File: config.mk
export PLATFORM = sky130hd
export DESIGN_NAME = btn_num_gen
export DESIGN_NICKNAME = d
export VERILOG_FILES = /design/src/rtl/lab_pkg.sv /design/src/rtl/btn_debounce.sv /design/src/rtl/btn_num_gen.sv
export SDC_FILE = /design/constraint.sdc
export NUM_CORES = 1
export LEC_CHECK = 0
export ABC_AREA = 1
export CAP_MARGIN = 20
export CORE_AREA = 2 2 160 162
export DETAILED_ROUTE_END_ITERATION = 8
export DIE_AREA = 0 0 162 164
export HOLD_SLACK_MARGIN = 0.08
export MAX_ROUTING_LAYER = met4
export SYNTH_ARGS = -nofsm -noshare
export SYNTH_HDL_FRONTEND = slang
export SYNTH_SLANG_ARGS = --single-unit
File: constraint.sdc
create_clock -name clk -period 4.65 [get_ports clk]
set_input_delay 0.93 -clock clk [delete_from_list [all_inputs] [get_ports clk]]
set_output_delay 0.93 -clock clk [all_outputs]
set_load 0.02 [all_outputs]
File: src/rtl/lab_pkg.sv
// Shared widths, direction encoding and digit-step helper for the button/number front end.
package lab_pkg;

    localparam int NUM_DIGITS = 4;
    localparam int DIGIT_W    = 4;
    localparam int BTN_W      = 4;

    localparam logic DIR_UP   = 1'b0;
    localparam logic DIR_DOWN = 1'b1;

    localparam logic [DIGIT_W-1:0] DIGIT_ONE = 1;

    // Digits wrap inside 4 bits; no carry or borrow reaches the neighbour digit.
    function automatic logic [DIGIT_W-1:0] step_digit(input logic [DIGIT_W-1:0] d, input logic dir);
        case (dir)
            DIR_UP:   return d + DIGIT_ONE;
            DIR_DOWN: return d - DIGIT_ONE;
            default:  return d;
        endcase
    endfunction

endpackage

File: src/rtl/btn_debounce.sv
// One button: 2-FF synchroniser, debounce counter, accepted level and
// a single-cycle step on the released->pressed transition of that level.
module btn_debounce #(
    parameter logic [19:0] DEBOUNCE_CYCLES = 20'd500000
) (
    input  logic clk,
    input  logic rst,
    input  logic btn,
    output logic level,
    output logic step
);

    logic        sync1_reg, sync2_reg;
    logic        stable_reg, stable_next;
    logic        stable_prev_reg;
    logic [19:0] cnt_reg, cnt_next;

    // A toggle happens on the edge where the count would reach DEBOUNCE_CYCLES.
    always_comb begin
        cnt_next    = cnt_reg;
        stable_next = stable_reg;
        if (sync2_reg == stable_reg) begin
            cnt_next = '0;
        end else if (cnt_reg >= DEBOUNCE_CYCLES - 20'd1) begin
            stable_next = ~stable_reg;
            cnt_next    = '0;
        end else begin
            cnt_next = cnt_reg + 20'd1;
        end
    end

    always_ff @(posedge clk or posedge rst) begin
        if (rst) begin
            sync1_reg       <= 1'b0;
            sync2_reg       <= 1'b0;
            stable_reg      <= 1'b0;
            stable_prev_reg <= 1'b0;
            cnt_reg         <= '0;
        end else begin
            sync1_reg       <= btn;
            sync2_reg       <= sync1_reg;
            stable_reg      <= stable_next;
            stable_prev_reg <= stable_reg;
            cnt_reg         <= cnt_next;
        end
    end

    assign level = stable_reg;
    assign step  = stable_reg & ~stable_prev_reg;

endmodule

File: src/rtl/btn_num_gen.sv
// Four debounced buttons step the four hex digits of num up or down (by dir).
// Optional hold-to-repeat stepping is built when AUTO_REPEAT_EN is defined.
module btn_num_gen
    import lab_pkg::*;
#(
    parameter logic [19:0] DEBOUNCE_CYCLES = 20'd500000,
    parameter logic [15:0] INIT_VALUE      = 16'h0000,
    parameter logic [24:0] REPEAT_DELAY    = 25'd25000000,
    parameter logic [24:0] REPEAT_PERIOD   = 25'd5000000
) (
    input  logic                          clk,
    input  logic                          rst,
    input  logic [BTN_W-1:0]              btn,
    input  logic                          dir,
    output logic [NUM_DIGITS*DIGIT_W-1:0] num,
    output logic [BTN_W-1:0]              press
);

    logic [BTN_W-1:0]              level;
    logic [BTN_W-1:0]              step;
    logic [BTN_W-1:0]              step_all;
    logic [NUM_DIGITS*DIGIT_W-1:0] num_reg, num_next;
    logic [BTN_W-1:0]              press_reg;

    generate
        for (genvar gi = 0; gi < BTN_W; gi++) begin : g_btn
            btn_debounce #(
                .DEBOUNCE_CYCLES(DEBOUNCE_CYCLES)
            ) u_debounce (
                .clk  (clk),
                .rst  (rst),
                .btn  (btn[gi]),
                .level(level[gi]),
                .step (step[gi])
            );

`ifdef AUTO_REPEAT_EN
            // Counter is 1 on the cycle after any step, so a match at N fires N edges later.
            logic [24:0] rep_cnt_reg;
            logic        rep_first_reg;
            logic        rep_fire;

            assign rep_fire = level[gi] && (rep_cnt_reg != '0) &&
                              (rep_cnt_reg == (rep_first_reg ? REPEAT_DELAY : REPEAT_PERIOD));

            always_ff @(posedge clk or posedge rst) begin
                if (rst) begin
                    rep_cnt_reg   <= '0;
                    rep_first_reg <= 1'b1;
                end else if (!level[gi]) begin
                    rep_cnt_reg   <= '0;
                    rep_first_reg <= 1'b1;
                end else if (step[gi]) begin
                    rep_cnt_reg   <= 25'd1;
                    rep_first_reg <= 1'b1;
                end else if (rep_fire) begin
                    rep_cnt_reg   <= 25'd1;
                    rep_first_reg <= 1'b0;
                end else if (rep_cnt_reg != '0) begin
                    rep_cnt_reg   <= rep_cnt_reg + 25'd1;
                end
            end

            assign step_all[gi] = step[gi] | rep_fire;
`else
            assign step_all[gi] = step[gi];
`endif

            assign num_next[gi*DIGIT_W +: DIGIT_W] = step_all[gi] ?
                step_digit(num_reg[gi*DIGIT_W +: DIGIT_W], dir) :
                num_reg[gi*DIGIT_W +: DIGIT_W];
        end
    endgenerate

`ifndef AUTO_REPEAT_EN
    logic [49:0] unused_repeat_cfg;
    assign unused_repeat_cfg = {REPEAT_DELAY, REPEAT_PERIOD};
`endif

    always_ff @(posedge clk or posedge rst) begin
        if (rst) begin
            num_reg   <= INIT_VALUE;
            press_reg <= '0;
        end else begin
            num_reg   <= num_next;
            press_reg <= step_all;
        end
    end

    assign num   = num_reg;
    assign press = press_reg;

endmodule

==> results.ini <==
[placement]
portBuffers = 26
post-dp-hpwl_um = 8410
gp_congestion = 0.857

[grt]
track_usage_pct = 9.97
grt_remaining_overflow = 0
grt_max_degree = 60
grt_pass1_vias = 4496
antenna_found_initial = 0
grt_pass1_wl_um = 20800

[finish]
num_antenna_cells = 0
multi_input_area_sq_mm = 0.00287
largest_register_ffs = 80
fillers = 2627
fin_util_pct = 29.7
register_area_sq_mm = 0.00290
drive_above_1_share_pct = 11.0
syn2layout_area_growth_pct = 20.3
nets = 807

[detailed_routing]
vias = 4656
ant_nets = 0
routedWlPerCell_um = 10.4
drc = 0
routed_via_density = 4.13
wl_um = 11800
dr.pass1.iters = 4
drt_iter0_drc = 266

[run]
drv_cap = 0

[sta]
slew_headroom_pct = 50.9
worst_pin_slew_ns = 0.737
fin_crit_sh_pct = 55.4
hold_viol_final = 0
clock_skew_ns = 0.00955
setup_tns_ns = 0
finalSetupViolCount = 0
timing.fmax_ghz = 0.388
rsz0062_at_grt = false
finalCriticalPeriod_ns = 2.58
drv_slew = 0

[yosys]
yosysTopAreaCell = dfrtp_1
syn_area_sq_mm = 0.00612
synth.avg_cell_area_sq_um = 8.27
synth_top_cell_area_share_pct = 47.4
ys_types = 30
synth.area.top_cells = dfrtp_1 47%, nand2_1 11%, nor2_1 7.6%
synth_seq_area_share_pct = 47.4
ys_warn_count = 0
synthCells = 740
ys_ff_latch = 116

[cts]
cts_hold_buf = 0
numCtsBuffers = 17
cts_max_level = 4
cts_tree = yes
clkTransAtPathRegs_ns = 0.06
insertion_delay_ns = 0.42
cts_setup_buffers = 0
cts_sinks = 116
cts_resized = 0
cts_root_buf = clkbuf_16
clock_path_buffers = 2

[worst_setup_path]
cp_max_fo = 13
path_class = input port to flop
worstPathArrival_ns = 2.91
crit_path_start_kind = input port
endpoint_kind = flop
required_ns = 4.99

[die]
io_pins = 27
row_count = 58
core_area_sq_mm = 0.0248
die_h_um = 164
initial_utilization_pct = 24.7
fp.dieW_um = 162
dieArea_sq_mm = 0.0266

[power]
p_leak_uw = 0.00322
p_per_area_mw_per_mm2 = 422
total_power_uw = 3110
ir_drop_mv = 0.292

[status]
outcome = finished clean

[worst_hold_path]
hold_class = flop to flop

==> per-layer routing <==
metal / GRT usage, % / vias to the layer above / routed length (um)
met4: 4.22 / 0 / 191
li1: - / 2403 / -
met2: 15.6 / 69 / 5450
met5: - / - / 0
met3: 2.22 / 15 / 310
met1: 12.4 / 2169 / 5830
==> Yosys cell counts, drive strengths merged <==
cell,count
nand3,49
fa,4
ha,12
o21ai,23
nor2,158
o21bai,8
a31o,1
buf,5
a31oi,1
xnor2,18
nand4,14
nand2,190
a21oi,4
nor3,9
nand3b,5
inv,81
and2,1
xor2,39
conb,1
dfrtp,116
and2b,1
==> logic make-up after synthesis <==
kind of cell             count (synthesis)  share of synthesized area [%]
AO/OA/AOI/OAI                           37                           3.50
flip-flops                             116                           47.4
AND/OR/NAND/NOR                        427                           31.3
XOR/XNOR                                57                           8.16
buffers and inverters                   86                           5.79
other                                    1                         0.0613
adder cells (fa/ha/maj)                 16                           3.76
==> report_power, final <==
part | internal [uW] | switching [uW] | total [uW]
clock | 818 | 473 | 1290
combinational | 274 | 341 | 615
sequential | 1100 | 98.6 | 1200
==> critical path, stage by stage <==
cell,delay (ns)
clkdlybuf4s50_1,0.86
inv_1,0.30
fa_1,0.49
xor2_1,0.17
o21ai_0,0.16
==> cells in the final DEF (no fill, tap or decap), types with 2 or more instances in the layout <==
cell / synthesis / routed
clkbuf_8: 0 / 2
o21ai_0: 21 / 21
inv_6: 0 / 2
clkinvlp_4: 0 / 4
nand3_4: 4 / 4
o21bai_1: 8 / 8
nor2_1: 124 / 124
nand2_2: 8 / 8
clkinv_2: 0 / 2
dfrtp_1: 116 / 116
clkdlybuf4s50_1: 0 / 26
nand2_1: 180 / 180
nor2_2: 34 / 34
conb_1: 1 / 4
ha_1: 12 / 12
nand2_4: 2 / 2
nor3_1: 7 / 7
clkbuf_1: 0 / 2
a21oi_1: 4 / 4
nand3b_1: 5 / 5
clkbuf_16: 0 / 17
xnor2_1: 18 / 18
xor2_1: 39 / 39
bufinv_16: 0 / 2
fa_1: 4 / 4
inv_2: 4 / 4
nand4_1: 14 / 14
inv_1: 77 / 76
nand3_1: 45 / 45
nor3_2: 2 / 2
==> final cells by class <==
type                    instances  area share [%]
repair buffers                 27            3.81
clock buffers                  21            6.25
flip-flops and latches        116            39.4
well taps                     330            5.61
clock inverters                11            1.72
multi-input cells             541            39.0
inverters                      81            4.16
==> final timing paths <==
check | startpoint | end | slack [ns] | depth (start not counted)
setup reg to reg | g_btn[1].u_debounce.cnt_reg[0] | g_btn[1].u_debounce.cnt_reg[0] | 3.00 | 10
hold / removal | g_btn[3].u_debounce.sync1_reg | g_btn[3].u_debounce.sync2_reg | 0.35 | 0
hold reg to reg | g_btn[3].u_debounce.sync1_reg | g_btn[3].u_debounce.sync2_reg | 0.35 | 0
setup / recovery | dir | num[10] | 2.07 | 5
max in group asynchronous | rst | g_btn[1].u_debounce.level | 2.89 | 3
min in group asynchronous | rst | g_btn[2].u_debounce.sync1_reg | 1.00 | 2
==> metrics by stage <==
stage / area (sq um) / setup WS, ns / instances / hold slack (ns)
detailed placement: 6780 / 1.62 / 1095 / 0.335
CTS: 7360 / 2.06 / 1127 / 0.343
finish: 7360 / 2.07 / 1127 / 0.347
global route: 7360 / 1.88 / 1127 / 0.360
floorplan: 6130 / 0.648 / 743 / 0.331
global placement: 6780 / 1.72 / 1095 / 0.333
Power figures use the tool's default switching activity.
